==> src/rtl/vend_pkg.sv <==
// vend_pkg: shared definitions for the multi-item vending controller.
//   - coin code constants (same encoding on the coin input and the res output)
//   - controller state encoding
//   - coin_value: coin code to value in nickels
//   - change_coin: remaining credit to the largest coin code not exceeding it
package vend_pkg;

    localparam logic [1:0] COIN_NONE = 2'd0;
    localparam logic [1:0] COIN_N    = 2'd1;  // 5c
    localparam logic [1:0] COIN_D    = 2'd2;  // 10c
    localparam logic [1:0] COIN_Q    = 2'd3;  // 25c

    typedef enum logic [1:0] {
        IDLE    = 2'd0,
        COLLECT = 2'd1,
        VEND    = 2'd2,
        CHANGE  = 2'd3
    } state_e;

    function automatic logic [2:0] coin_value(input logic [1:0] code);
        logic [2:0] v;
        case (code)
            COIN_N:  v = 3'd1;
            COIN_D:  v = 3'd2;
            COIN_Q:  v = 3'd5;
            default: v = 3'd0;
        endcase
        return v;
    endfunction

    // Credit is in nickels; greedy largest-first return.
    function automatic logic [1:0] change_coin(input int unsigned credit);
        logic [1:0] c;
        if (credit >= 5) begin
            c = COIN_Q;
        end else if (credit >= 2) begin
            c = COIN_D;
        end else if (credit >= 1) begin
            c = COIN_N;
        end else begin
            c = COIN_NONE;
        end
        return c;
    endfunction

endpackage

==> src/rtl/vend_multi_ctrl_if.sv <==
// vend_multi_ctrl_if: coin-acceptor / dispenser / hopper signal bundle.
//   coin        2        coin code from the acceptor
//   sel         SEL_W    item select, sampled with buy
//   buy         1        purchase request
//   cancel      1        return all credit
//   newspaper   N_ITEMS  one-hot dispense pulse
//   res         2        change coin code
//   credit      CREDIT_W current credit in nickels
//   busy        1        vending or returning change
//   coin_reject 1        rejected-coin pulse
// master: the front-end side driving requests; slave: the controller.
interface vend_multi_ctrl_if #(
    parameter int unsigned N_ITEMS  = 4,
    parameter int unsigned CREDIT_W = 5
);
    localparam int unsigned SEL_W = (N_ITEMS > 1) ? $clog2(N_ITEMS) : 1;

    logic [1:0]          coin;
    logic [SEL_W-1:0]    sel;
    logic                buy;
    logic                cancel;
    logic [N_ITEMS-1:0]  newspaper;
    logic [1:0]          res;
    logic [CREDIT_W-1:0] credit;
    logic                busy;
    logic                coin_reject;

    modport master (
        output coin, sel, buy, cancel,
        input  newspaper, res, credit, busy, coin_reject
    );

    modport slave (
        input  coin, sel, buy, cancel,
        output newspaper, res, credit, busy, coin_reject
    );

endinterface

==> src/rtl/vend_coin_detect.sv <==
// vend_coin_detect: coin insertion edge detector and value decoder.
//   clock       in   system clock
//   reset       in   synchronous active-low reset
//   coin        in   coin code from the acceptor
//   coin_event  out  coin present this cycle and absent the previous cycle
//   value       out  value of the present coin in nickels
module vend_coin_detect
    import vend_pkg::*;
(
    input  logic       clock,
    input  logic       reset,
    input  logic [1:0] coin,
    output logic       coin_event,
    output logic [2:0] value
);

    logic [1:0] prev_q;

    // Tracks the raw code every cycle, in all controller states, so a coin
    // held across a return to IDLE never produces a second event.
    always_ff @(posedge clock) begin
        if (!reset) begin
            prev_q <= COIN_NONE;
        end else begin
            prev_q <= coin;
        end
    end

    assign coin_event = (coin != COIN_NONE) && (prev_q == COIN_NONE);
    assign value      = coin_value(coin);

endmodule

==> src/rtl/vend_multi_ctrl.sv <==
// vend_multi_ctrl: multi-item vending controller.
//   clock  in     system clock, rising edge
//   reset  in     synchronous active-low reset
//   bus    slave  coin/sel/buy/cancel in; newspaper/res/credit/busy/coin_reject out
// Credit is kept in nickels. Items vend on buy (or automatically for item 0
// when AUTO_VEND=1); change and cancelled credit return one coin per cycle,
// largest first. All outputs are registered.
module vend_multi_ctrl
    import vend_pkg::*;
#(
    parameter int unsigned                 N_ITEMS    = 4,
    parameter int unsigned                 CREDIT_W   = 5,
    parameter int unsigned                 MAX_CREDIT = 20,
    parameter logic [N_ITEMS*CREDIT_W-1:0] PRICES     = {5'd10, 5'd7, 5'd5, 5'd3},
    parameter bit                          AUTO_VEND  = 1'b0
) (
    input logic             clock,
    input logic             reset,
    vend_multi_ctrl_if.slave bus
);

    localparam int unsigned W1 = CREDIT_W + 1;

    state_e              state_q, state_d;
    logic [CREDIT_W-1:0] credit_q, credit_d;
    logic [N_ITEMS-1:0]  newspaper_q, newspaper_d;
    logic [1:0]          res_q, res_d;
    logic                busy_q, busy_d;
    logic                coin_reject_q, coin_reject_d;

    logic                coin_event;
    logic [2:0]          coin_val;

    logic                sel_valid;
    logic [CREDIT_W-1:0] sel_price;
    logic [N_ITEMS-1:0]  sel_onehot;

    logic [W1-1:0]       credit_w, sum_w, price_w, price0_w;
    logic [W1-1:0]       buy_rem_w, auto_rem_w, chg_rem_w;
    logic [1:0]          chg_code;

    logic                can_take, buy_req;
    logic                do_cancel, do_buy, do_auto, coin_ok;

    vend_coin_detect u_coin_detect (
        .clock      (clock),
        .reset      (reset),
        .coin       (bus.coin),
        .coin_event (coin_event),
        .value      (coin_val)
    );

    // Price mux; an out-of-range select leaves sel_valid low.
    always_comb begin
        sel_valid  = 1'b0;
        sel_price  = '0;
        sel_onehot = '0;
        for (int unsigned i = 0; i < N_ITEMS; i++) begin
            if (32'(bus.sel) == i) begin
                sel_valid     = 1'b1;
                sel_price     = PRICES[i*CREDIT_W +: CREDIT_W];
                sel_onehot[i] = 1'b1;
            end
        end
    end

    assign credit_w   = W1'(credit_q);
    assign sum_w      = credit_w + W1'(coin_val);
    assign price_w    = W1'(sel_price);
    assign price0_w   = W1'(PRICES[CREDIT_W-1:0]);
    assign buy_rem_w  = credit_w - price_w;
    assign auto_rem_w = credit_w - price0_w;

    // Every path into or through CHANGE takes its coin from the registered
    // credit, so one change calculation serves cancel, VEND and CHANGE.
    assign chg_code  = change_coin(32'(credit_q));
    assign chg_rem_w = credit_w - W1'(coin_value(chg_code));

    assign can_take  = (state_q == IDLE) || (state_q == COLLECT);
    assign buy_req   = bus.buy && (AUTO_VEND == 1'b0);
    assign do_cancel = can_take && bus.cancel && (credit_q != '0);
    assign do_buy    = can_take && !bus.cancel && buy_req && sel_valid && (credit_w >= price_w);
    assign do_auto   = (AUTO_VEND == 1'b1) && (state_q == COLLECT) && !bus.cancel
                       && (credit_w >= price0_w);
    // A buy or cancel request blocks the coin even when the request itself
    // turns out to be ignored.
    assign coin_ok   = coin_event && can_take && !bus.cancel && !buy_req && !do_auto
                       && (sum_w <= W1'(MAX_CREDIT));

    // State and output registers.
    always_ff @(posedge clock) begin
        if (!reset) begin
            state_q       <= IDLE;
            credit_q      <= '0;
            newspaper_q   <= '0;
            res_q         <= COIN_NONE;
            busy_q        <= 1'b0;
            coin_reject_q <= 1'b0;
        end else begin
            state_q       <= state_d;
            credit_q      <= credit_d;
            newspaper_q   <= newspaper_d;
            res_q         <= res_d;
            busy_q        <= busy_d;
            coin_reject_q <= coin_reject_d;
        end
    end

    // Next state.
    always_comb begin
        state_d = state_q;
        case (state_q)
            IDLE, COLLECT: begin
                if (do_cancel) begin
                    state_d = CHANGE;
                end else if (do_buy || do_auto) begin
                    state_d = VEND;
                end else if (coin_ok) begin
                    state_d = COLLECT;
                end
            end
            VEND:    state_d = (credit_q != '0) ? CHANGE : IDLE;
            CHANGE:  state_d = (credit_q != '0) ? CHANGE : IDLE;
            default: state_d = IDLE;
        endcase
    end

    // Next values of the registered outputs and credit.
    always_comb begin
        credit_d      = credit_q;
        newspaper_d   = '0;
        res_d         = COIN_NONE;
        coin_reject_d = coin_event && !coin_ok;
        case (state_q)
            IDLE, COLLECT: begin
                if (do_cancel) begin
                    res_d    = chg_code;
                    credit_d = CREDIT_W'(chg_rem_w);
                end else if (do_buy) begin
                    credit_d    = CREDIT_W'(buy_rem_w);
                    newspaper_d = sel_onehot;
                end else if (do_auto) begin
                    credit_d    = CREDIT_W'(auto_rem_w);
                    newspaper_d = N_ITEMS'(1);
                end else if (coin_ok) begin
                    credit_d = CREDIT_W'(sum_w);
                end
            end
            VEND, CHANGE: begin
                if (credit_q != '0) begin
                    res_d    = chg_code;
                    credit_d = CREDIT_W'(chg_rem_w);
                end
            end
            default: begin
                credit_d = '0;
            end
        endcase
        busy_d = (state_d == VEND) || (state_d == CHANGE);
    end

    assign bus.newspaper   = newspaper_q;
    assign bus.res         = res_q;
    assign bus.credit      = credit_q;
    assign bus.busy        = busy_q;
    assign bus.coin_reject = coin_reject_q;

endmodule

==> src/flat_wrapper.sv <==
// flat-port wrapper written by rule: the top's interface ports become plain ports
module vend_multi_ctrl_flat import vend_pkg::*;
#(
    parameter int unsigned                 N_ITEMS    = 4,
    parameter int unsigned                 CREDIT_W   = 5,
    parameter int unsigned                 MAX_CREDIT = 20,
    parameter logic [N_ITEMS*CREDIT_W-1:0] PRICES     = {5'd10, 5'd7, 5'd5, 5'd3},
    parameter bit                          AUTO_VEND  = 1'b0
)
  (clock, reset, bus_coin, bus_sel, bus_buy, bus_cancel, bus_newspaper, bus_res, bus_credit, bus_busy, bus_coin_reject);
  vend_multi_ctrl_if #(.N_ITEMS(N_ITEMS), .CREDIT_W(CREDIT_W)) bus_i ();
  input logic clock;
  input logic reset;
  input wire logic [$bits(bus_i.coin)-1:0] bus_coin;
  input wire logic [$bits(bus_i.sel)-1:0] bus_sel;
  input wire logic [$bits(bus_i.buy)-1:0] bus_buy;
  input wire logic [$bits(bus_i.cancel)-1:0] bus_cancel;
  output wire logic [$bits(bus_i.newspaper)-1:0] bus_newspaper;
  output wire logic [$bits(bus_i.res)-1:0] bus_res;
  output wire logic [$bits(bus_i.credit)-1:0] bus_credit;
  output wire logic [$bits(bus_i.busy)-1:0] bus_busy;
  output wire logic [$bits(bus_i.coin_reject)-1:0] bus_coin_reject;
  assign bus_i.coin = bus_coin;
  assign bus_i.sel = bus_sel;
  assign bus_i.buy = bus_buy;
  assign bus_i.cancel = bus_cancel;
  assign bus_newspaper = bus_i.newspaper;
  assign bus_res = bus_i.res;
  assign bus_credit = bus_i.credit;
  assign bus_busy = bus_i.busy;
  assign bus_coin_reject = bus_i.coin_reject;
  vend_multi_ctrl #(.N_ITEMS(N_ITEMS), .CREDIT_W(CREDIT_W), .MAX_CREDIT(MAX_CREDIT), .PRICES(PRICES), .AUTO_VEND(AUTO_VEND)) u_core (.clock(clock), .reset(reset), .bus(bus_i));
endmodule
==> config.mk <==
export PLATFORM = sky130hd
export DESIGN_NAME = vend_multi_ctrl_flat
export DESIGN_NICKNAME = d
export VERILOG_FILES = /design/src/rtl/vend_pkg.sv /design/src/rtl/vend_multi_ctrl_if.sv /design/src/rtl/vend_coin_detect.sv /design/src/rtl/vend_multi_ctrl.sv /design/src/flat_wrapper.sv
export SDC_FILE = /design/constraint.sdc
export NUM_CORES = 1
export LEC_CHECK = 0
export BUFFER_PORTS_ARGS = -buffer_cell sky130_fd_sc_hd__clkbuf_2
export CELL_PAD_IN_SITES_DETAIL_PLACEMENT = 2
export CELL_PAD_IN_SITES_GLOBAL_PLACEMENT = 2
export CORE_ASPECT_RATIO = 0.75
export CORE_MARGIN = 2
export CORE_UTILIZATION = 33
export DETAILED_ROUTE_END_ITERATION = 10
export PLACE_DENSITY_LB_ADDON = 0.1
export SLEW_MARGIN = 30
export SYNTH_ARGS = -nofsm -noshare
export SYNTH_HDL_FRONTEND = slang
export SYNTH_HIERARCHICAL = 1
export SYNTH_SLANG_ARGS = --single-unit
==> constraint.sdc <==
create_clock -name clock -period 4 [get_ports clock]
set_input_delay 1.2 -clock clock [delete_from_list [all_inputs] [get_ports clock]]
set_output_delay 1.2 -clock clock [all_outputs]
set_load 0.005 [all_outputs]
# == Word level (Yosys, flattened, before mapping) ==
# Cells that the tools add are included.
# op_classes
add_sub_neg,3
n_mul,0
n_div,0
n_lt_le_gt_ge,5
eq_ne,16
n_shift,0
n_mux,29
bitwise,3
reduce_logical,26
# ops
cell,count
$mux 5,7
$eq 2x2->1 const B,10
$mux 2,9
$pmux 3 s3,2
$logic_and 1x1->1,12
$pmux 5 s2,1
$eq 2x1->1 const B,4
$mux 1,8
$pmux 2 s2,2
$add 5x3->6,1
$le 6x5->1 const B,1
$logic_not 2->1,3
$ge 5x1->1 const B,1
$ge 5x2->1 const B,1
$ge 5x3->1 const B,1
$ge 5x5->1,1
$reduce_bool 5->1,1
$sub 5x3->5,1
$sub 5x5->5,1
$ne 4x1->1 const B,1
$reduce_or 2->1,2
$reduce_or 4->1,1
$logic_not 1->1,3
$not 1->1,3
4 further kinds,5
# word_totals
regBits,17
latch_bits,0
mem_bits_rw,0
mem_bits_ro,0
in_bits,8
wordCells,89
n_memories,0

# == Depth between registers and ports, before layout ==
# depth
word_depth,12
depth_mapped,10
mapped_depth_nobuf,10

# == Hierarchy ==
# The synthesis kept the hierarchy.
# modules_own_cells
mod,instances,cells_per_inst,area_per_inst_um2
vend_multi_ctrl,1,150,1265.0
vend_coin_detect,1,9,85.1

# == Worst setup path before layout ==
# OpenSTA, ideal clock, no wires.
# synth_timing
path_type,input-to-reg
start,input bus_coin[0]
end,"register u_core.credit_q[0], in the netlist u_core/bus.credit[0]"
setup_ps,70
t_arrival_ps,3243
slack_ps,688
stages,10
cell_sequence,clkbuf_1 > ha_1 > inv_1 > fa_1 > or3b_1 > o31ai_2 > o21bai_2 > a311oi_4 > or3_1 > a21oi_1
# synth_between
elab_chain_len,8
# synth_rtl
element,line,source
start: declaration,flat_wrapper.sv:14,input wire logic [$bits(bus_i.coin)-1:0] bus_coin;
branches (longest 8 deep; another with $add 5x3->6),-,
end signal: assignment,vend_multi_ctrl.sv:101,credit_q <= credit_d;
end: declaration,vend_multi_ctrl.sv:25,"logic [CREDIT_W-1:0] credit_q, credit_d;"
# Parallel ways; which one is timed is not known. The select of a mux whose other input is x is not followed.
# A chain may end at the register's enable or synchronous reset.

# == Worst setup path after layout ==
# layout_timing
start,input bus_coin[1]
end,"register u_core.credit_q[0], in the netlist u_core/bus.credit[0]"
# layout_rtl
element,line,source
$eq 2x2->1 / $eq 2x1->1 (equally long branches),vend_pkg.sv:22,case (code)
$pmux 3 s3 (*),vend_pkg.sv:22,
net u_core.coin_val[1],vend_multi_ctrl.sv:32,logic [2:0] coin_val;
$add 5x3->6 (*),vend_multi_ctrl.sv:68,assign sum_w = credit_w + W1'(coin_val);
$le 6x5->1 (*),vend_multi_ctrl.sv:88,&& (sum_w <= W1'(MAX_CREDIT));
$logic_and 1x1->1 (*),vend_multi_ctrl.sv:88,
$ne 4x1->1 (no source line) (*),-,
$reduce_and 2->1 (no source line) (*),-,
# Mark *: on every way through the listed nets, which the timed path passes. The rest lies on a longest branch. The select of a mux whose other input is x is not followed.

==> flow_metrics.tcl <==
set metrics [dict create \
    p_sw_frac 0.4859 \
    setup_violations 0 \
    layout_common_cells "20 x clkbuf_2, 20 x nor2_1, 16 x dfxtp_1, 15 x inv_1, 15 x ha_1" \
    crit_fanout 8 \
    grt_start_max_net_pins 15 \
    cts_root_buf "clkbuf_8" \
    route.detailed.drc 0 \
    rows 20 \
    final.min_clock_period_ns 3.367 \
    met2_usage 0.3017 \
    viasPerCell 5.301 \
    ys.flop_type "dfxtp_1" \
    status "completed" \
    use_met3 0.02134 \
    gr-total-overflow 0 \
    insertedDiodeCount 0 \
    max_freq_ghz 0.2970 \
    power_leakage_uw 0.0007147 \
    hold_viol 0 \
    drive_above_1_share 0.2210 \
    fin_worst_skew_ns 0.001869 \
    cts_hold_buf 0 \
    worst_pin_slew_ns 0.8491 \
    wl_mm 4.085 \
    io_pins 21 \
    use_met1 0.2788 \
    finalCritPeriodShare 0.8418 \
    synth-async-reset-ratio 0 \
    post_cts_buffers 0 \
    clk_latency_ns 0.25 \
    syn2layout_area_growth_pct 16.03 \
    grt_pass1_wl_mm 6.837 \
    drv_slew 0 \
    synth_top_area_cell "dfxtp_1" \
    first_global_vias 1319 \
    yosys_register_bits 16 \
    syn_area_um2 1350 \
    worst_ep_required_time_ns 4.17 \
    via_count 1251 \
    dp_slack_ns 0.3982 \
    synth_nets 185 \
    rsz0062_at_grt "no" \
    crit_arrival_ns 3.54 \
    slew_headroom 0.4313 \
    io_buffers 20 \
    path_clk_slew_ns 0.06 \
    seqPwrFrac 0.231 \
    drv_cap 0 \
    synth_area_leaders "dfxtp_1 24%, ha_1 14%, nor2_1 5.6%, fa_1 4.4%, inv_1 4.2%" \
    ant_nets 0 \
    die_x_um 77.86 \
    yosys_warnings 6 \
    hpwl_mm 3.331 \
    p_int_uw 586.1 \
    core_area_um2 3979 \
    comb_power_share 0.644 \
    firstDrtPassIters 4 \
    synth_top_area_frac 0.2373 \
    grtUsageTotal 0.1938 \
    ys_types 53 \
    clock_path_buffers 2 \
    vdd_drop_max_mv 0.2222 \
    reg2reg_slack_ns 1.19 \
    switching_power_uw 554.0 \
    initial_core_util 0.3393 \
    nFillCells 464 \
    yosysSeqAreaShare 0.2373 \
    synth_enable_flop_cells 0 \
    avgRoutedWirePerCell_um 17.31 \
    clockPowerShare 0.125 \
    antenna_found_initial 0 \
    hp-class "register to register" \
    netlist_instances 159 \
    gp_congestion 0.7952 \
    synth_area_per_cell_um2 8.491 \
    multi_input_area_um2 958.4 \
    die-area_um2 4624 \
    tritoncts "built" \
    numCtsBuffers 3 \
    post_cts_resized 0 \
    seq_area_um2 320.3 \
    worstSetupEndpointType "register" \
    htree_levels 1 \
    busiest_layer "met2" \
    powerDensity_nw_per_um2 727.8 \
    cts.sinks 16 \
    finalSetupTns_ns 0 \
    drt_iter0_markers 68 \
    num-nets-final 208 \
    worstSetupStartpointType "primary input" \
    crit_type "primary input to register" \
    fin_ws_ns 0.6327 \
    fp.dieH_um 59.39 \
]
-- cell usage after synthesis (all sizes together), types with 2 or more instances --
cell type and number:
nand2 7, o32ai 2, a21oi 11, xor2 3, a211oi 5, nand3 4, inv 15, dfxtp 16
fa 3, nor3 2, o21ai 6, a21o 5, and2 4, and3 4, o31ai 2, or2 3
nor2b 3, nor2 20, o41ai 2, clkbuf 2, a31o 2, ha 15
-- logic make-up after synthesis --
| logic type | after synthesis | synth area share |
|---|---|---|
| simple gates | 57 | 0.2308 |
| flops | 16 | 0.2373 |
| mux | 1 | 0.007415 |
| compound gates | 45 | 0.2623 |
| buf+inv | 18 | 0.05283 |
| xor+xnor | 4 | 0.02595 |
| fa+ha+maj | 18 | 0.1835 |
-- path summary, 6_finish.rpt --
kind	from	end	depth (start not counted)
max	bus_coin[1]	u_core/bus.credit[0]	10
min	u_core/u_coin_detect/prev_q[0]	u_core/bus.coin_reject	2
max reg2reg	u_core/bus.credit[2]	u_core/bus.credit[4]	9
min reg2reg	u_core/u_coin_detect/prev_q[0]	u_core/bus.coin_reject	2
-- power by group through the flow --
stage / clock network [uW] / registers, uW / logic, uW
after global routing: 156 / 275 / 820
final: 142 / 264 / 734
after global placement: 0 / 266 / 706
after detailed placement: 0 / 269 / 723
after floorplan: 0 / 244 / 527
after CTS: 146 / 266 / 734
-- critical path, cell delays in order --
cell and delay, ns:
clkbuf_2 0.10, nor2b_1 0.19, inv_1 0.08, fa_1 0.44, or3b_1 0.43, o31ai_2 0.17
o21bai_2 0.17, a311oi_4 0.17, or3_1 0.41, a21oi_1 0.17
-- cell type report --
type	count	share of cell area
Multi-Input combinational cell	125	0.6118
Clock buffer	4	0.03514
Sequential cell	16	0.2045
Tap cell	55	0.04393
Timing Repair Buffer	21	0.06869
Inverter	15	0.03594
-- sequential cells by signal, indices dropped and copies added, names as in the netlist --
signal,count
u_core/bus.newspaper,4
u_core/bus.busy,1
u_core/state_q,1
u_core/bus.coin_reject,1
u_core/bus.credit,5
u_core/bus.res,2
u_core/u_coin_detect/prev_q,2
-- per-layer routing --
metal / share of wire / wire [um]
met1: 0.51 / 2094
met3: 0.029 / 118
met2: 0.45 / 1824
met4: 0.012 / 48
met5: 0 / 0
-- stage by stage --
step	cells	cell area (um2)	total power, uW	hold WS (ns)	utilization
after floorplan	159	1350	770.6	0.5002	-
after global placement	232	1511	972.5	0.5343	0.3799
after detailed placement	232	1511	992.0	0.5496	0.3799
after CTS	236	1567	1146	0.5574	0.3937
after global routing	236	1567	1251	0.5896	0.3937
final	236	1567	1140	0.5541	0.3937
Power figures use the tool's default switching activity.
